[config.mk]
export PLATFORM = sky130hd
export DESIGN_NAME = branch_predict_ctrl
export DESIGN_NICKNAME = d
export VERILOG_FILES = /design/src/rtl/branch_pkg.sv /design/src/rtl/branch_bht.sv /design/src/rtl/branch_predict_ctrl.sv
export SDC_FILE = /design/constraint.sdc
export NUM_CORES = 1
export LEC_CHECK = 0
export CAP_MARGIN = 20
export CELL_PAD_IN_SITES_DETAIL_PLACEMENT = 1
export CELL_PAD_IN_SITES_GLOBAL_PLACEMENT = 1
export CORE_UTILIZATION = 29
export DETAILED_ROUTE_END_ITERATION = 10
export PLACE_DENSITY_LB_ADDON = 0.1
export RECOVER_POWER = 25
export REMOVE_ABC_BUFFERS = 1
export SETUP_SLACK_MARGIN = 0.2
export SLEW_MARGIN = 20
export SYNTH_ARGS = -nofsm -noshare
export SYNTH_HDL_FRONTEND = slang
export SYNTH_SLANG_ARGS = --single-unit
[constraint.sdc]
create_clock -name clk -period 2.8 [get_ports clk]
set_input_delay 0.84 -clock clk [delete_from_list [all_inputs] [get_ports clk]]
set_output_delay 0.84 -clock clk [all_outputs]
set_load 0.005 [all_outputs]
[src/rtl/branch_pkg.sv]
// Shared definitions for the branch prediction controller.
//   - bp_state_e   : redirect/flush FSM states
//   - SNT/WNT/WT/ST: 2-bit saturating counter encodings
//   - F3_*         : RV32I branch funct3 codes (for decode stages sharing this package)
//   - sat_update() : next value of a 2-bit saturating counter
package branch_pkg;

  typedef enum logic [1:0] {
    IDLE     = 2'd0,
    REDIRECT = 2'd1,
    FLUSH    = 2'd2
  } bp_state_e;

  localparam logic [1:0] SNT = 2'b00;  // strong not-taken
  localparam logic [1:0] WNT = 2'b01;  // weak not-taken
  localparam logic [1:0] WT  = 2'b10;  // weak taken
  localparam logic [1:0] ST  = 2'b11;  // strong taken

  localparam logic [2:0] F3_BEQ  = 3'b000;
  localparam logic [2:0] F3_BNE  = 3'b001;
  localparam logic [2:0] F3_BLT  = 3'b100;
  localparam logic [2:0] F3_BGE  = 3'b101;
  localparam logic [2:0] F3_BLTU = 3'b110;
  localparam logic [2:0] F3_BGEU = 3'b111;

  function automatic logic [1:0] sat_update(input logic [1:0] cnt, input logic taken);
    if (taken) return (cnt == ST)  ? ST  : cnt + 2'd1;
    else       return (cnt == SNT) ? SNT : cnt - 2'd1;
  endfunction

endpackage

[src/rtl/branch_bht.sv]
// Branch history table: ENTRIES 2-bit saturating counters.
// Ports:
//   clk, rst      : clock, asynchronous active-high reset (all entries -> WNT)
//   rd_idx_i      : combinational read index
//   rd_cnt_o      : counter at rd_idx_i (value before any same-cycle update)
//   upd_en_i      : apply one saturating step at upd_idx_i on the next edge
//   upd_idx_i     : update index
//   upd_taken_i   : 1 = step toward taken, 0 = step toward not-taken
module branch_bht
  import branch_pkg::*;
#(
  parameter int ENTRIES = 16,
  localparam int IDX_W  = $clog2(ENTRIES)
) (
  input  logic             clk,
  input  logic             rst,
  input  logic [IDX_W-1:0] rd_idx_i,
  output logic [1:0]       rd_cnt_o,
  input  logic             upd_en_i,
  input  logic [IDX_W-1:0] upd_idx_i,
  input  logic             upd_taken_i
);

  logic [1:0] cnt_q [ENTRIES];

  // NOTE: this is a small flop array, not a RAM macro, so every entry is
  // reset; predictions straight out of reset must start at weak not-taken.
  always_ff @(posedge clk or posedge rst) begin
    if (rst) begin
      for (int i = 0; i < ENTRIES; i++) cnt_q[i] <= WNT;
    end else if (upd_en_i) begin
      cnt_q[upd_idx_i] <= sat_update(cnt_q[upd_idx_i], upd_taken_i);
    end
  end

  // Reading the flops directly gives the pre-update value on a same-index hit.
  assign rd_cnt_o = cnt_q[rd_idx_i];

endmodule

[src/rtl/branch_predict_ctrl.sv]
// Branch predictor and mispredict recovery controller.
// Predicts from a BHT of 2-bit counters, trains it on resolved branches and,
// on a mispredict, pulses redirect_valid for one cycle and holds flush for
// FLUSH_CYCLES cycles in total. Resolves seen while recovering are wrong-path
// and ignored.
// Ports:
//   clk, rst                 : clock, asynchronous active-high reset
//   if_valid, if_pc          : fetch lookup;  pred_taken : combinational prediction
//   ex_valid, ex_pc, ex_pred_taken, ex_taken, ex_target : resolved branch from EX
//   redirect_valid, redirect_pc : fetch redirect (pc holds between pulses)
//   flush                    : kill wrong-path instructions
//   stat_branches, stat_mispredicts : statistics
// Build option: define BRANCH_PREDICT_STATS_EN to implement the statistics
// counters; otherwise the stat ports are tied to zero.
module branch_predict_ctrl
  import branch_pkg::*;
#(
  parameter int BHT_ENTRIES  = 16,
  parameter int FLUSH_CYCLES = 2
) (
  input  logic        clk,
  input  logic        rst,
  input  logic        if_valid,
  input  logic [31:0] if_pc,
  output logic        pred_taken,
  input  logic        ex_valid,
  input  logic [31:0] ex_pc,
  input  logic        ex_pred_taken,
  input  logic        ex_taken,
  input  logic [31:0] ex_target,
  output logic        redirect_valid,
  output logic [31:0] redirect_pc,
  output logic        flush,
  output logic [31:0] stat_branches,
  output logic [31:0] stat_mispredicts
);

  localparam int         IDX_W      = $clog2(BHT_ENTRIES);
  localparam logic [2:0] FLUSH_LOAD = 3'(FLUSH_CYCLES - 1);

  bp_state_e   state_q, state_d;
  logic [2:0]  fcnt_q, fcnt_d;
  logic [31:0] redirect_pc_q;
  logic [1:0]  rd_cnt;
  logic        accept, mispredict;
  logic        unused_pc_bits;

  assign accept     = ex_valid && (state_q == IDLE);
  assign mispredict = accept && (ex_taken != ex_pred_taken);

  // Only the index bits of if_pc select a counter.
  assign unused_pc_bits = ^{if_pc[31:IDX_W+2], if_pc[1:0]};

  branch_bht #(.ENTRIES(BHT_ENTRIES)) u_bht (
    .clk         (clk),
    .rst         (rst),
    .rd_idx_i    (if_pc[IDX_W+1:2]),
    .rd_cnt_o    (rd_cnt),
    .upd_en_i    (accept),
    .upd_idx_i   (ex_pc[IDX_W+1:2]),
    .upd_taken_i (ex_taken)
  );

  assign pred_taken = if_valid & rd_cnt[1];

  // NOTE: defaults first so every path assigns every output -- no latches.
  always_comb begin
    state_d = state_q;
    fcnt_d  = fcnt_q;
    case (state_q)
      IDLE: if (mispredict) state_d = REDIRECT;
      REDIRECT: begin
        if (FLUSH_CYCLES > 1) begin
          state_d = FLUSH;
          fcnt_d  = FLUSH_LOAD;
        end else begin
          state_d = IDLE;
        end
      end
      FLUSH: begin
        // Counter holds the number of FLUSH cycles still to spend, this one included.
        if (fcnt_q <= 3'd1) begin
          state_d = IDLE;
          fcnt_d  = '0;
        end else begin
          fcnt_d = fcnt_q - 3'd1;
        end
      end
      default: state_d = IDLE;
    endcase
  end

  // NOTE: sequential state uses non-blocking assignments so all flops
  // update together from the same pre-edge values.
  always_ff @(posedge clk or posedge rst) begin
    if (rst) begin
      state_q       <= IDLE;
      fcnt_q        <= '0;
      redirect_pc_q <= '0;
    end else begin
      state_q <= state_d;
      fcnt_q  <= fcnt_d;
      if (mispredict) redirect_pc_q <= ex_taken ? ex_target : ex_pc + 32'd4;
    end
  end

  // Decoded straight from the state register, so reset clears them at once.
  assign redirect_valid = (state_q == REDIRECT);
  assign flush          = (state_q != IDLE);
  assign redirect_pc    = redirect_pc_q;

`ifdef BRANCH_PREDICT_STATS_EN
  logic [31:0] br_q, mis_q;

  always_ff @(posedge clk or posedge rst) begin
    if (rst) begin
      br_q  <= '0;
      mis_q <= '0;
    end else begin
      if (accept)     br_q  <= br_q + 32'd1;
      if (mispredict) mis_q <= mis_q + 32'd1;
    end
  end

  assign stat_branches    = br_q;
  assign stat_mispredicts = mis_q;
`else
  assign stat_branches    = '0;
  assign stat_mispredicts = '0;
`endif

endmodule

* Word level (Yosys, flattened, before mapping) *
Index checks and enable logic that the tools add are counted.

storage, ports and cells
  input bits = 102
  register bits after elaboration = 69
  logic and storage cells = 63

operators by class
  reduce and logical (&&, ||, !) cells = 8
  equal/unequal tests = 6
  mux-type cells = 19
  bitwise gates (word level) = 3
  add/subtract/negate cells = 4
  $lt $le $gt $ge = 4

operators by type and width
  kind                     count
  $add A32 B3 Y32 const B  1
  $bwmux W32               1
  $mux W32                 1
  $mux W2                  11
  $bmux W2 S4              2
  $ge A5 B5 Y1 const B     2
  $not A4 Y5               2
  $demux W2 S4             1
  $pmux W2 S3              1
  $pmux W3 S2              1
  $lt A5 B1 Y1 const B     1
  $eq A2 B2 Y1 const B     2
  $logic_not A2 Y1         2
  $ne A2 B2 Y1 const B     2
  $reduce_bool A2 Y1       2
  $le A3 B1 Y1 const B     1
  $logic_and A1 B1 Y1      3
  $mux W3                  1
  $sub A3 B1 Y3 const B    1
  $add A2 B1 Y2 const B    1
  $eq A2 B1 Y1 const B     1
  $reduce_and A2 Y1        1
  $sub A2 B1 Y2 const B    1
  $and A1 B1 Y1            1
  $ne A1 B1 Y1             1

* Longest topological paths before layout *
Gate-level depths: netlist (run 1).

  depth in word-level cells = 9
  gate-level depth with buffers = 9
  mapped depth without buffers = 6

* Modules after synthesis *
Synthesis (run 1) repeated with hierarchy kept, for this count alone.

unflattened totals
  cell total of the unflattened synthesis = 501
  area total of the unflattened synthesis = 4683.2 µm²

modules (own cells, without submodules)
  module               area each (µm²)  times used  cells an instance
  branch_predict_ctrl  2827.7           1           335
  branch_bht           1855.5           1           166

* Worst setup path after synthesis (run 1) *
OpenSTA, ideal clock, no wires.

  path type = in2out
  from = in if_pc[2]
  to = out pred_taken
  buffers on the path = 0
  data required time = 1.960 ns
  setup slack = 0.038 ns
  cell stages on the path = 3
  data arrival time = 1.922 ns
  path through = mux4_2 -> mux4_2 -> and2_1

between the ends
  cells in the longest elaborated chain, start to end = 5

RTL lines
  item                                        line                       text
  from (decl)                                 branch_predict_ctrl.sv:24  input logic [31:0] if_pc,
  $not A4 Y5 (implied by the code)            branch_bht.sv:37           assign rd_cnt_o = cnt_q[rd_idx_i];
  $bmux W2 S4                                 branch_bht.sv:37
  $mux W2 (implied by the code) (2 in a row)  branch_bht.sv:37
  $and A1 B1 Y1                               branch_predict_ctrl.sv:64  assign pred_taken = if_valid & rd_cnt[1];
  to (decl)                                   branch_predict_ctrl.sv:25  output logic pred_taken,

No other way between the ends. The select of a mux whose other input is x is not followed.

* Worst setup path in the final report (run 1) *
Ends and elaborated chain as after synthesis.

==> summary.md, run 1 <==
| Metric | Value |
|---|---|
| Share of post-route cells with drive strength above 1 | `0.228` |
| Die ar. | `between 15000 and 20000 um^2` |
| # nets final | `~700` |
| Max Slew Vio Count | `70` |
| Failing checks | `max-capacitance violations, max-slew violations, negative setup slack` |
| FFs w/ async S/R, synth | `1.00` |
| Main synth FF type | `dfrtp_1` |
| Port Buffers | `around 110` |
| Clk sinks | `a little under 70` |
| Gr usage total | `0.167` |
| Die Wd | `approximately 130 um` |
| Final setup margin | `-0.204 ns` |
| Core ar. | `between 15000 and 20000 um^2` |
| DP HPWL | `9920 um` |
| Synth Instances | `461` |
| Placer congestion estimate | `roughly 0.75` |
| Critical path class | `input port to output pin` |
| Max-slew headroom | `-0.0735` |
| Antenna Nets Post-Route | `0` |
| Drt drc | `0` |
| Vias | `roughly 3700` |
| Final Util | `0.408` |
| Initial DRC count | `about 110` |
| N_diodes | `0` |
| Fmax | `0.333 GHz` |
| Worst Hold Class | `flop to flop` |
| Routed vias/inst | `~4.5` |
| Post-synthesis register bit count | `69` |
| Status | `finished with violations` |
| Most common cell in the netlist | `buf_4` |
| Fin. Hold Viols | `0` |
| CTS H-tree depth | `3` |
| Routed WL | `between 10000 and 15000 um` |
| Ports | `201` |
| Final Cell Area | `between 6000 and 7000 um^2` |
| Clock-pin slew on the worst setup and hold paths | `around 0.05 ns` |
| Worst-margin pin slew | `1.61 ns` |
| Number of flops mapped to enable cells by yosys | `0` |
| Setup TNS | `-0.204 ns` |
| Top-area cell type share of the netlist area | `0.287` |
| CP max stage delay | `between 0.4 and 0.5 ns` |
| Tmin final | `3.00 ns` |
| Number of global-route vias before repair | `between 3000 and 4000` |
| Area leader, netlist | `dfrtp_1` |
| Max cap viols | `1` |
| Critical path startpoint category | `input port` |
| Post-synth top cells | `buf_4 (66), dfrtp_1 (53), nor2_1 (39)` |
| Power Total | `4.48 mW` |
| Synth Warn # | `0` |
| Fill cells | `approximately 1800` |
| Initial Utilization | `0.300` |
| Fin crit share | `1.07` |
| Gr ovfl total | `0` |
| Netlist Area Pre-Place | `between 4000 and 5000 um^2` |
| RSZ-0062 raised after global routing | `true` |
| Root Driver | `clkbuf_16` |
| Routed len/inst | `16.4 um` |
| Pin count of the biggest net entering global routing | `70` |
| Crit-path slowest cell | `mux4_2` |
| Synth cell types | `40` |
| DR pass1 iterations | `4` |
| Critical path cell sequence | `buf_12 > mux4_2 > mux4_2 > and2_4 > buf_6` |
| CTS tree | `yes` |
| Layout Skew | `about 0.0056 ns` |
| Critical Path End Type | `output pin` |
| Layout area overhead | `36.0%` |
| Worst-path fanout max | `4` |
| Setup WS pre-CTS | `-1.14 ns` |
| Crit path DAT | `approximately 2.2 ns` |
| Post-synthesis average cell area | `~10 um^2` |
| Clk buf depth | `2` |
| Top cells by area, synth | `dfrtp_1 (29%), buf_4 (11%), dfstp_2 (9.1%)` |
| VDD IR-drop max | `approximately 0.33 mV` |
| Leakage power | `around 2.7 nW` |
| Register area share after synthesis | `0.378` |
| Cell Rows | `45` |
| # setup viols final | `1` |
| Cell area power density | `713 nW/um^2` |
| Die span in y | `128 um` |
| First-pass GRT wire length | `20700 um` |
| Most frequent CP cell | `mux4_2` |
| Area after DPL | `just under 6000 um^2` |
| CTS Buf Count | `9` |
| Initial antenna violation count | `0` |
| Cell depth of the worst flop-to-flop path | `6` |
| Clock latency on the worst-skew pair | `approximately 0.34 ns` |
| Hold Path Depth | `2` |
| Critical Path RT | `about 2.0 ns` |
[repair_timing]
item	CTS	global route
gates cloned	1	0
gates resized for setup	23	2
buffers inserted	3	0
pin swaps	4	2
endpoints found under the setup margin	15	9
hold buffers	0	0
[state kept, by name, summed over array words and instances, names as in the netlist]
register,count
u_bht.cnt_q,32
state_q,2
redirect_pc,32
fcnt_q,3
[power breakdown]
part           switching, mW  internal [mW]  leakage (nW)  total (mW)
clock                  0.431          0.707         0.149        1.14
combinational          0.705           1.01          1.71        1.71
sequential             0.204           1.42         0.836        1.62
total                   1.34           3.14          2.69        4.48
[through the flow]
step | hold WS [ns] | std cells
after floorplan | 0.462 | 439
final | 0.476 | 808
after global routing | 0.499 | 808
after detailed placement | 0.465 | 788
after CTS | 0.478 | 808
after global placement | 0.462 | 788
[layer usage]
metal	track usage	wire, um	vias up
li1	-	-	1743
met1	0.215	6020	1799
met2	0.279	6490	102
met3	0.0409	591	12
met4	0.0415	133	0
met5	0	0	-
[critical path: cells and delay by family]
kind | cells | cell delay (ns)
and+or+nand+nor | 1 | 0.15
buffers and inverters | 2 | 0.19
muxes | 2 | 0.98
[placed cells by master (no fill, tap or decap), types with 10 or more instances in the layout]
cell type | Yosys | routed
mux4_2 | 13 | 13
nand4_1 | 10 | 10
o21ai_0 | 24 | 24
clkdlybuf4s50_1 | 0 | 101
mux2_2 | 23 | 23
nand3_1 | 20 | 19
conb_1 | 1 | 64
dfrtp_1 | 53 | 53
dfstp_2 | 16 | 16
nor2_1 | 39 | 39
nand2_1 | 29 | 29
buf_4 | 66 | 26
xor2_1 | 16 | 16
mux2_4 | 16 | 16
inv_1 | 13 | 12
a21oi_1 | 23 | 23
o22ai_1 | 12 | 12
[final timing paths]
check	from	endpoint	slack, ns
worst max register to register	u_bht.cnt_q[1]	u_bht.cnt_q[1]	0.87
worst max-delay path	if_pc[2]	pred_taken	-0.20
min in group asynchronous	rst	u_bht.cnt_q[9]	1.52
worst min register to register	redirect_pc[18]	redirect_pc[18]	0.48
max in group asynchronous	rst	redirect_pc[21]	0.32
worst min-delay path	redirect_pc[18]	redirect_pc[18]	0.48
[cell families (layout without fill, tap and decap cells)]
family / after synthesis / in the layout / synth area share
AND/OR/NAND/NOR: 130 / 130 / 0.140
buffers and inverters: 98 / 171 / 0.136
AO/OA/AOI/OAI: 71 / 71 / 0.0881
flip-flops: 69 / 69 / 0.378
multiplexers: 57 / 57 / 0.182
XOR/XNOR: 25 / 25 / 0.0474
adder cells (fa/ha/maj): 10 / 10 / 0.0271
other: 1 / 64 / 0.000812
[layout make-up]
cell class | count | area [um^2] | share of cell area
multi-input cells | 357 | 2510 | 0.401
flip-flops and latches | 69 | 1750 | 0.278
repair buffers | 142 | 1410 | 0.224
well taps | 211 | 264 | 0.0421
clock buffers | 11 | 243 | 0.0387
clock inverters | 5 | 50.0 | 0.00797
inverters | 13 | 48.8 | 0.00778
Power figures use the tool's default switching activity.
==> inputs of run 2 (changes only) <==
--- a/config.mk
+++ b/config.mk
@@ -8,6 +8,7 @@
 export CAP_MARGIN = 20
 export CELL_PAD_IN_SITES_DETAIL_PLACEMENT = 1
 export CELL_PAD_IN_SITES_GLOBAL_PLACEMENT = 1
+export CORE_MARGIN = 2
 export CORE_UTILIZATION = 29
 export DETAILED_ROUTE_END_ITERATION = 10
 export PLACE_DENSITY_LB_ADDON = 0.1
==> run 2 against run 1 <==
Net effect: the flow still finishes with violations (max-capacitance violations, max-slew violations, negative setup slack); setup slack gained 0.010 ns; count of clock-buffer cells in the layout shrank 1; die area grew 3.1%; register-to-register slack lost 0.02 ns; critical path type unchanged; critical endpoint unchanged.
==> summary.md, run 2 (synthesis results as in run 1) <==
| Metric | Value |
|---|---|
| Status | `finished with violations` |
| Failing checks | `max-capacitance violations, max-slew violations, negative setup slack` |
| Max-slew headroom | `-0.0628 (+0.0108)` |
| Routed len/inst | `16.7 um (+1.8%)` |
| Routed vias/inst | `4.51 (-0.34%)` |
| Port Buffers | `108 (unchanged)` |
| Initial DRC count | `82 (-23%)` |
| Setup bufs post-CTS | `0 (-3)` |
| Vias | `3675 (+0.52%)` |
| Critical path startpoint category | `input port` |
| Worst Hold Class | `flop to flop` |
| Ports | `201 (unchanged)` |
| Multi-input gate area | `2510 um^2 (about the same)` |
| Register area | `1750 um^2 (unchanged)` |
| Hold Buf Count CTS | `0 (unchanged)` |
| Share of post-route cells with drive strength above 1 | `0.232 (+0.00425)` |
| Drt drc | `0 (unchanged)` |
| Placed Cells | `797 (+1.1%)` |
| Crit path DAT | `2.15 ns (about the same)` |
| Worst-margin pin slew | `1.59 ns (-0.0161 ns)` |
| CTS H-tree depth | `3 (unchanged)` |
| RSZ-0062 raised after global routing | `true` |
| CTS tree | `yes` |
| Critical path cell sequence | `buf_8 > mux4_2 > mux4_2 > and2_4 > buf_6` |
| Initial antenna violation count | `0 (unchanged)` |
| Tmin final | `2.99 ns (-0.0105 ns)` |
| Clock latency on the worst-skew pair | `0.35 ns (about the same)` |
| DP HPWL | `10000 um (+0.88%)` |
| Final Cell Area | `6330 um^2 (+0.84%)` |
| Die span in y | `130 um (+1.6%)` |
| CTS Buf Count | `9 (unchanged)` |
| Final setup margin | `-0.194 ns (+0.0105 ns)` |
| Final Util | `0.403 (-0.00553)` |
| Most frequent CP cell | `mux4_2` |
| Clock-pin slew on the worst setup and hold paths | `0.06 ns (about the same)` |
| Die Wd | `130 um (+1.6%)` |
| DR pass1 iterations | `4 (unchanged)` |
| Reg-to-reg critical path endpoint | `u_bht.cnt_q[13]` |
| Clk buf depth | `2 (unchanged)` |
| Critical path class | `input port to output pin` |
| Fmax | `0.334 GHz (+0.35%)` |
| Placer congestion estimate | `0.806 (+6.9%)` |
| Initial Utilization | `0.294 (-0.00653)` |
| Cell Rows | `46 (+2.2%)` |
| Clk sinks | `69 (unchanged)` |
| Area after DPL | `5950 um^2 (+0.40%)` |
| Layout Skew | `0.00913 ns (+0.00349 ns)` |
| Max Slew Vio Count | `70 (unchanged)` |
| # nets final | `706 (+0.28%)` |
| Core ar. | `15700 um^2 (+2.2%)` |
| Most frequent cells in the layout | `clkdlybuf4s50_1 (101), conb_1 (64), dfrtp_1 (53)` |
| Most common cell after layout, fill and taps aside | `clkdlybuf4s50_1` |
| Gr ovfl total | `0 (unchanged)` |
| Hold Path Depth | `2 (unchanged)` |
| Fin. Hold Viols | `0 (unchanged)` |
| CP max stage delay | `0.49 ns (about the same)` |
| Cell area power density | `729 nW/um^2 (+2.3%)` |
| Gr usage total | `0.162 (-0.00465)` |
| WL met3 | `713 um (+21%)` |
| Root Driver | `clkbuf_16` |
| Critical Path RT | `1.96 ns (about the same)` |
| Cell depth of the worst flop-to-flop path | `6 (unchanged)` |
| Final std cells w/o fill | `815 (+0.87%)` |
| Antenna Nets Post-Route | `0 (unchanged)` |
| First-pass GRT wire length | `20900 um (+0.86%)` |
| DR top layer | `met4` |
| Worst-path fanout max | `4 (unchanged)` |
| Layout area overhead | `37.1%` |
| Met2 wire len | `6410 um (-1.2%)` |
| DRT met1 WL | `6220 um (+3.4%)` |
| Leakage power | `2.73 nW (+1.4%)` |
| Max cap viols | `1 (unchanged)` |
| Hold endpoint | `redirect_pc[20]` |
| Pin count of the biggest net entering global routing | `70 (unchanged)` |
| Critical Path End Type | `output pin` |
| Fin crit share | `1.07 (-0.00374)` |
| Crit-path slowest cell | `mux4_2` |
| Routed WL | `13600 um (+2.7%)` |
| # setup viols final | `1 (unchanged)` |
| N_diodes | `0 (unchanged)` |
| Reg2reg setup slack | `0.85 ns (-0.02 ns)` |
| VDD IR-drop max | `0.317 mV (-3.1%)` |
| Worst r2r src | `u_bht.cnt_q[3]` |
| Fill cells | `1795 (+2.0%)` |
| Hold Startpoint | `redirect_pc[20]` |
| Number of global-route vias before repair | `3850 (+2.0%)` |
| Die ar. | `16900 um^2 (+3.1%)` |
==> run 2: power breakdown <==
group | leakage [nW] | switching, mW | internal [mW] | total [mW]
clock network | 0.158 | 0.459 | 0.802 | 1.26
logic | 1.74 | 0.711 | 1.01 | 1.72
registers | 0.836 | 0.213 | 1.42 | 1.63
==> run 2: per-layer routing <==
metal  vias to the layer above  track usage
met5                         -            0
met4                         0       0.0620
met3                        15       0.0312
met2                       104        0.260
met1                      1808        0.217
li1                       1748            -
==> run 2: critical path: cells and delay by family <==
kind	cells	cell delay [ns]
buffers and inverters	2	0.19
muxes	2	0.96
and+or+nand+nor	1	0.15
==> run 2: repair_timing <==
item	4_1_cts	5_1_grt
pin swaps	1	3
setup endpoints to repair	22	8
gates cloned	1	1
gates resized for setup	18	7
==> run 2: area by class of cell <==
cell class,instances,area share
Clock inverter,6,0.0136
Clock buffer,10,0.0378
Tap cell,216,0.0427
Multi-Input combinational cell,357,0.397
Sequential cell,69,0.276
Inverter,13,0.00771
Timing Repair Buffer,144,0.225
==> run 2: metrics by stage <==
step / TNS (ns) / total power, mW / hold slack [ns] / worst slack, ns
floorplan: 0 / 2.39 / 0.462 / 0.0383
global placement: -7.14 / 3.30 / 0.464 / -1.09
detailed placement: -8.45 / 3.36 / 0.475 / -1.12
CTS: -0.199 / 4.67 / 0.488 / -0.199
global route: -1.87 / 4.94 / 0.512 / -0.216
finish: -0.194 / 4.61 / 0.481 / -0.194
==> run 2: worst max path at each step <==
stage	to	depth (start not counted)	slack, ns	startpoint
6_report	pred_taken	5	-0.19	if_pc[2]
5_1_grt	pred_taken	5	-0.22	if_pc[2]
4_1_cts	pred_taken	5	-0.20	if_pc[2]
3_5_place_dp	pred_taken	5	-1.12	if_pc[2]
3_3_place_gp	pred_taken	5	-1.09	if_pc[2]
2_1_floorplan	pred_taken	3	0.04	if_pc[2]
==> inputs of run 3 (changes only) <==
--- a/config.mk
+++ b/config.mk
@@ -10,6 +10,7 @@
 export CELL_PAD_IN_SITES_GLOBAL_PLACEMENT = 1
 export CORE_MARGIN = 2
 export CORE_UTILIZATION = 29
+export CTS_CLUSTER_DIAMETER = 50
 export DETAILED_ROUTE_END_ITERATION = 10
 export PLACE_DENSITY_LB_ADDON = 0.1
 export RECOVER_POWER = 25
==> results of run 3 <==
Final layout, timing and power as in run 2 (identical DEF).
==> edit 1: new RTL, settings of run 1 <==
Build with the macro `BRANCH_PREDICT_STATS_EN` defined.
--- a/src/rtl/branch_predict_ctrl.sv
+++ b/src/rtl/branch_predict_ctrl.sv
@@ -13,4 +13,6 @@
 // Build option: define BRANCH_PREDICT_STATS_EN to implement the statistics
 // counters; otherwise the stat ports are tied to zero.
+`define BRANCH_PREDICT_STATS_EN
+
 module branch_predict_ctrl
   import branch_pkg::*;
Function: changed (Yosys sat finds a counterexample within 4 cycles, from zero or initial values and one cycle with rst high).
==> edit 1 against run 1 <==
  * The run still ends with max-capacitance violations, max-slew violations, negative setup slack left
  * Power increased by 54%
  * Synthesized cell count is 40% higher
  * Wire length up 52%
  * Area after synthesis rose by 48%
  * Worst setup slack better by 21 ps
  * First-iteration DRC count rose by 120%
  * Cell area increased by 57%
  * Fmax grew 0.70%
  * Via count increased by 57%
  * Sequential cell count rose by 64
  * Clock power is 95% higher
  * Worst hold slack worse by 8.9 ps
  * Sequential share of layout area is 6.0 points higher
==> edit 1: results (changes against run 1) <==
Placement
  • RePlAce Congestion: 0.7856 (+4.2%)
  • Placed cell areas: 0.009293 sq mm (+57%)
  • Pre-CTS setup slack: -1142 ps (+2.670 ps)
  • Dpl hpwl: 15.28 mm (+54%)
  • Port bufs: 172 (+59%)
  • Cells after DPL: 1159 (+47%)

CTS
  • Clk_lat worst skew: 420 ps (+80 ps)
  • Clock H-tree levels: 4 (+1)
  • Num CTS Buffers: 17 (+8)

Logic synthesis
  • Async set-reset flop share out of synthesis: 100.0% (unchanged)
  • Distinct cells, synth: 42 (+5.0%)
  • Top cells by area, synth: dfrtp_1, xnor2_1, dfstp_2
  • Multiplexer share of the synthesized area: 10.86% (-7.4 points)
  • Compound-cell area share of the yosys netlist: 6.125% (-2.7 points)
  • Post-Syn Instances: 645 (+40%)
  • Sequential cell area fraction in the yosys report: 48.93% (+11 points)
  • Synth Area in XOR/XNOR: 11.39% (+6.6 points)
  • Post-Synth Adder-Cell Area: 2.011% (-0.70 points)
  • Synth cell count leaders: dfrtp_1, nand2_1, xnor2_1

Worst setup path
  • R2R Path Start: state_q[1]$_DFFE_PP0P_
  • Worst EP arrival: 2140 ps (-20 ps)
  • Critical path's top delay family: multiplexers
  • R2R Path End: stat_branches[19]$_DFFE_PP0P_
  • FF-to-FF setup slack: 640 ps (-230 ps)
  • Max incr delay on CP: 480 ps
  • Reg2reg path depth: 7 (+1)

Run status
  • Run status: finished with violations
  • Failing checks: max-capacitance violations, max-slew violations, negative setup slack

Routing
  • DRT Wirelength: 20.08 mm (+52%)
  • Wl on met1: 8.871 mm (+47%)
  • Vias: 5730 (+57%)
  • Met3 routed wirelength: 940 microns (+59%)
  • Routed len/inst: 16.86 microns (+3.0%)
  • WL met2: 9.839 mm (+52%)
  • DR iter-0 viols: 229 (+120%)

Global route
  • GRT Total Usage: 17.67% (+0.98 points)
  • Met3 GRT Util: 4.194% (+0.10 points)
  • M1 GR Usage: 21.80% (+0.26 points)
  • Number of global-route vias before repair: 6424 (+70%)
  • Global Route met2 Usage: 30.04% (+2.1 points)
  • First-pass GRT wire length: 33.65 mm (+62%)
  • Largest net degree at the start of global routing: 72 (+2.9%)

Layout
  • Layout cell share with drive strength beyond 1: 18.11% (-4.7 points)
  • Nets: 978 (+39%)

Timing
  • Post-route setup TNS: -183.6 ps (+20.88 ps)
  • Worst setup margin: -183.6 ps (+20.88 ps)
  • Setup Skew: 11.63 ps (+5.993 ps)
  • Finish-stage setup viols: 1 (unchanged)
  • Relative slew slack: -6.511% (+0.84 points)
  • Slew Viols, Final: 63 (-10%)

Min path
  • Hold Startpoint: stat_mispredicts[31]$_DFFE_PP0P_
  • Hold depth: 1 (-1)
  • WHS Endpoint: stat_mispredicts[31]$_DFFE_PP0P_

Power and ir drop
  • Worst VDD drop: 288.9 uV (-12%)
  • Leakage: 4.190 nW (+56%)
  • P_int: 4.861 mW (+55%)

Flow run
  • Maxcap violations: 1 (unchanged)
## edit 1: power groups by stage
stage / clock [mW] / sequential, mW / combinational, mW
6_report: 2.22 / 2.73 / 1.96
5_1_grt: 2.39 / 2.80 / 2.18
4_1_cts: 2.30 / 2.73 / 2.00
3_5_place_dp: 0 / 2.76 / 1.99
3_3_place_gp: 0 / 2.73 / 1.92
2_1_floorplan: 0 / 2.71 / 0.832
## edit 1: worst reg2reg max path: stages, from the launching register on
cell and delay (ps):
dfrtp_1 400, inv_1 110, ha_1 220, nand2_1 90, or3_1 450, or3_1 480, nand2b_1 190, xnor2_1 120
## edit 1: worst max path at each step
stage / start / slack (ps) / endpoint
finish: if_pc[2] / -180 / pred_taken
global route: if_pc[2] / -220 / pred_taken
CTS: if_pc[2] / -190 / pred_taken
detailed placement: if_pc[2] / -1140 / pred_taken
global placement: if_pc[2] / -1080 / pred_taken
floorplan: rst / -1570 / fcnt_q[0]$_DFFE_PP0P_
## edit 1: area by class of cell
class / count / area (sq um)
Timing Repair Buffer: 225 / 2141
Sequential cell: 133 / 3348
Clock buffer: 18 / 429.2
Tap cell: 313 / 391.6
Clock inverter: 14 / 151.4
Inverter: 13 / 52.55
Fill cell: 2502 / 13030
Multi-Input combinational cell: 475 / 3371
## edit 1: what timing repair did
action / CTS / global route
hold buffers: 0 / 0
pin swaps: 1 / 0
setup buffers: 0 / 0
endpoints found under the hold margin: 0 / 0
setup endpoints to repair: 36 / 15
resized for setup: 24 / 3
## edit 1: cells by family (layout without fill, tap and decap cells)
logic type,count (synthesis),after routing
buf+inv,37,270
compound gates,72,72
simple gates,252,252
fa+ha+maj,11,11
xor+xnor,89,89
flops,133,133
mux,51,51
==> edit 2: new RTL, config.mk and constraints of run 1 <==
Made on the original files. Encoding of `bp_state_e`: now one-hot (3 bits for 3 states).
--- a/src/rtl/branch_pkg.sv
+++ b/src/rtl/branch_pkg.sv
@@ -6,8 +6,8 @@
 package branch_pkg;
 
-  typedef enum logic [1:0] {
-    IDLE     = 2'd0,
-    REDIRECT = 2'd1,
-    FLUSH    = 2'd2
+  typedef enum logic [2:0] {
+    IDLE     = 3'b001,
+    REDIRECT = 3'b010,
+    FLUSH    = 3'b100
   } bp_state_e;
 
Check against the original RTL: no difference found for any inputs over 4 cycles, from zero or initial values and one cycle with rst high; so few cycles prove little.
==> edit 2 against run 1 <==
  * The flow finishes with violations (negative setup slack)
  * Sequential cell count is 1 higher
  * Area after synthesis is 1.5% lower
  * Worst hold slack better by 6.1 ps
  * First-iteration DRC count is 3.8% lower
  * Power is 7.3% lower
  * Cell area is 2.3% lower
  * Fmax is 0.51% higher
  * Die area is 1.5% lower
  * Worst setup slack better by 15 ps
  * Wire length is 2.7% higher
==> edit 2: results (changes against run 1) <==
Timing
  • Setup Skew: 7.291 ps (+1.651 ps)
  • Relative slew slack: 30.40% (+38 points)
  • Worst setup margin: -189.2 ps (+15.23 ps)
  • Post-route setup TNS: -189.2 ps (+15.23 ps)
  • Finish-stage setup viols: 1 (unchanged)

Logic synthesis
  • Post-Syn Instances: 483 (+4.8%)
  • Distinct cells, synth: 42 (+5.0%)
  • Synth cell count leaders: buf_4, nand2_1, dfrtp_1
  • Top cells by area, synth: dfrtp_1, buf_4, dfstp_2

Power and ir drop
  • Clk power: 1.06 mW (-7%)
  • Combinational Power: 1.45 mW (-15%)
  • Worst VDD drop: 382.4 uV (+17%)
  • Switch share: 30.65% (+0.72 points)
  • Leakage: 2.609 nW (-3.1%)

Layout
  • Layout cell share with drive strength beyond 1: 17.92% (-4.9 points)
  • Filler cells: 1779 (+1.1%)
  • Nets: 728 (+3.4%)

Run status
  • Failing checks: negative setup slack
  • Run status: finished with violations

Routing
  • DR iter-0 viols: 102 (-3.8%)
  • Routed len/inst: 16.26 microns (-0.71%)
  • Vias: 3832 (+4.8%)

Flow run
  • Maxcap violations: 0 (-1)

Placement
  • Pre-CTS setup slack: -1110 ps (+34.36 ps)
  • Cells after DPL: 820 (+4.1%)
  • Placed cell areas: 0.005866 sq mm (-0.99%)

Global route
  • Largest net degree at the start of global routing: 38 (-46%)
  • Number of global-route vias before repair: 4022 (+6.6%)
## edit 2: kinds of logic after synthesis
logic type	after synthesis	synth area share, %
compound gates	79	10.43
xor+xnor	29	5.589
fa+ha+maj	7	1.900
buf+inv	94	13.30
flops	70	39.01
mux	36	12.22
other cells	1	0.08252
simple gates	167	17.46
## edit 2: timing repair
item                                    4_1_cts  5_1_grt
endpoints found under the setup margin       38        2
hold endpoints to repair                      0        0
pin swaps                                     2        0
gates resized for setup                      18        2
## edit 2: layout make-up
class                   instances  area, sq um  area share [%]
repair buffers                148         1384           22.56
clock inverters                 4        23.77          0.3876
well taps                     211        264.0           4.304
inverters                       9        33.78          0.5508
flip-flops and latches         70         1773           28.91
multi-input cells             382         2419           39.43
clock buffers                  12        236.5           3.856
## edit 2: final timing paths
check	startpoint	to	slack, ps	cells after the start
worst max-delay path	if_pc[2]	pred_taken	-190	5
worst min-delay path	redirect_pc[1]$_DFFE_PP0P_	redirect_pc[1]$_DFFE_PP0P_	480	2
worst max register to register	u_bht.cnt_q[14]$_DFFE_PP1P_	u_bht.cnt_q[11]$_DFFE_PP0P_	880	4
worst min register to register	redirect_pc[1]$_DFFE_PP0P_	redirect_pc[1]$_DFFE_PP0P_	480	2
max in group asynchronous	rst	redirect_pc[28]$_DFFE_PP0P_	860	3
min in group asynchronous	rst	state_q[2]$_DFFE_PP0P_	1210	3
## edit 2: per-layer routing
metal / vias up / share of wire, % / track usage (%)
met2: 120 / 48 / 29.96
met3: 14 / 4.9 / 3.894
met5: - / 0 / 0
li1: 1842 / - / -
met1: 1856 / 46 / 22.19
met4: 0 / 1.6 / 6.863
## edit 2: worst register-to-register path: stages, from the launching register on
cell and delay [ps]:
dfstp_2 380, mux4_2 460, mux2_2 300, maj3_2 380
mux2_2 290
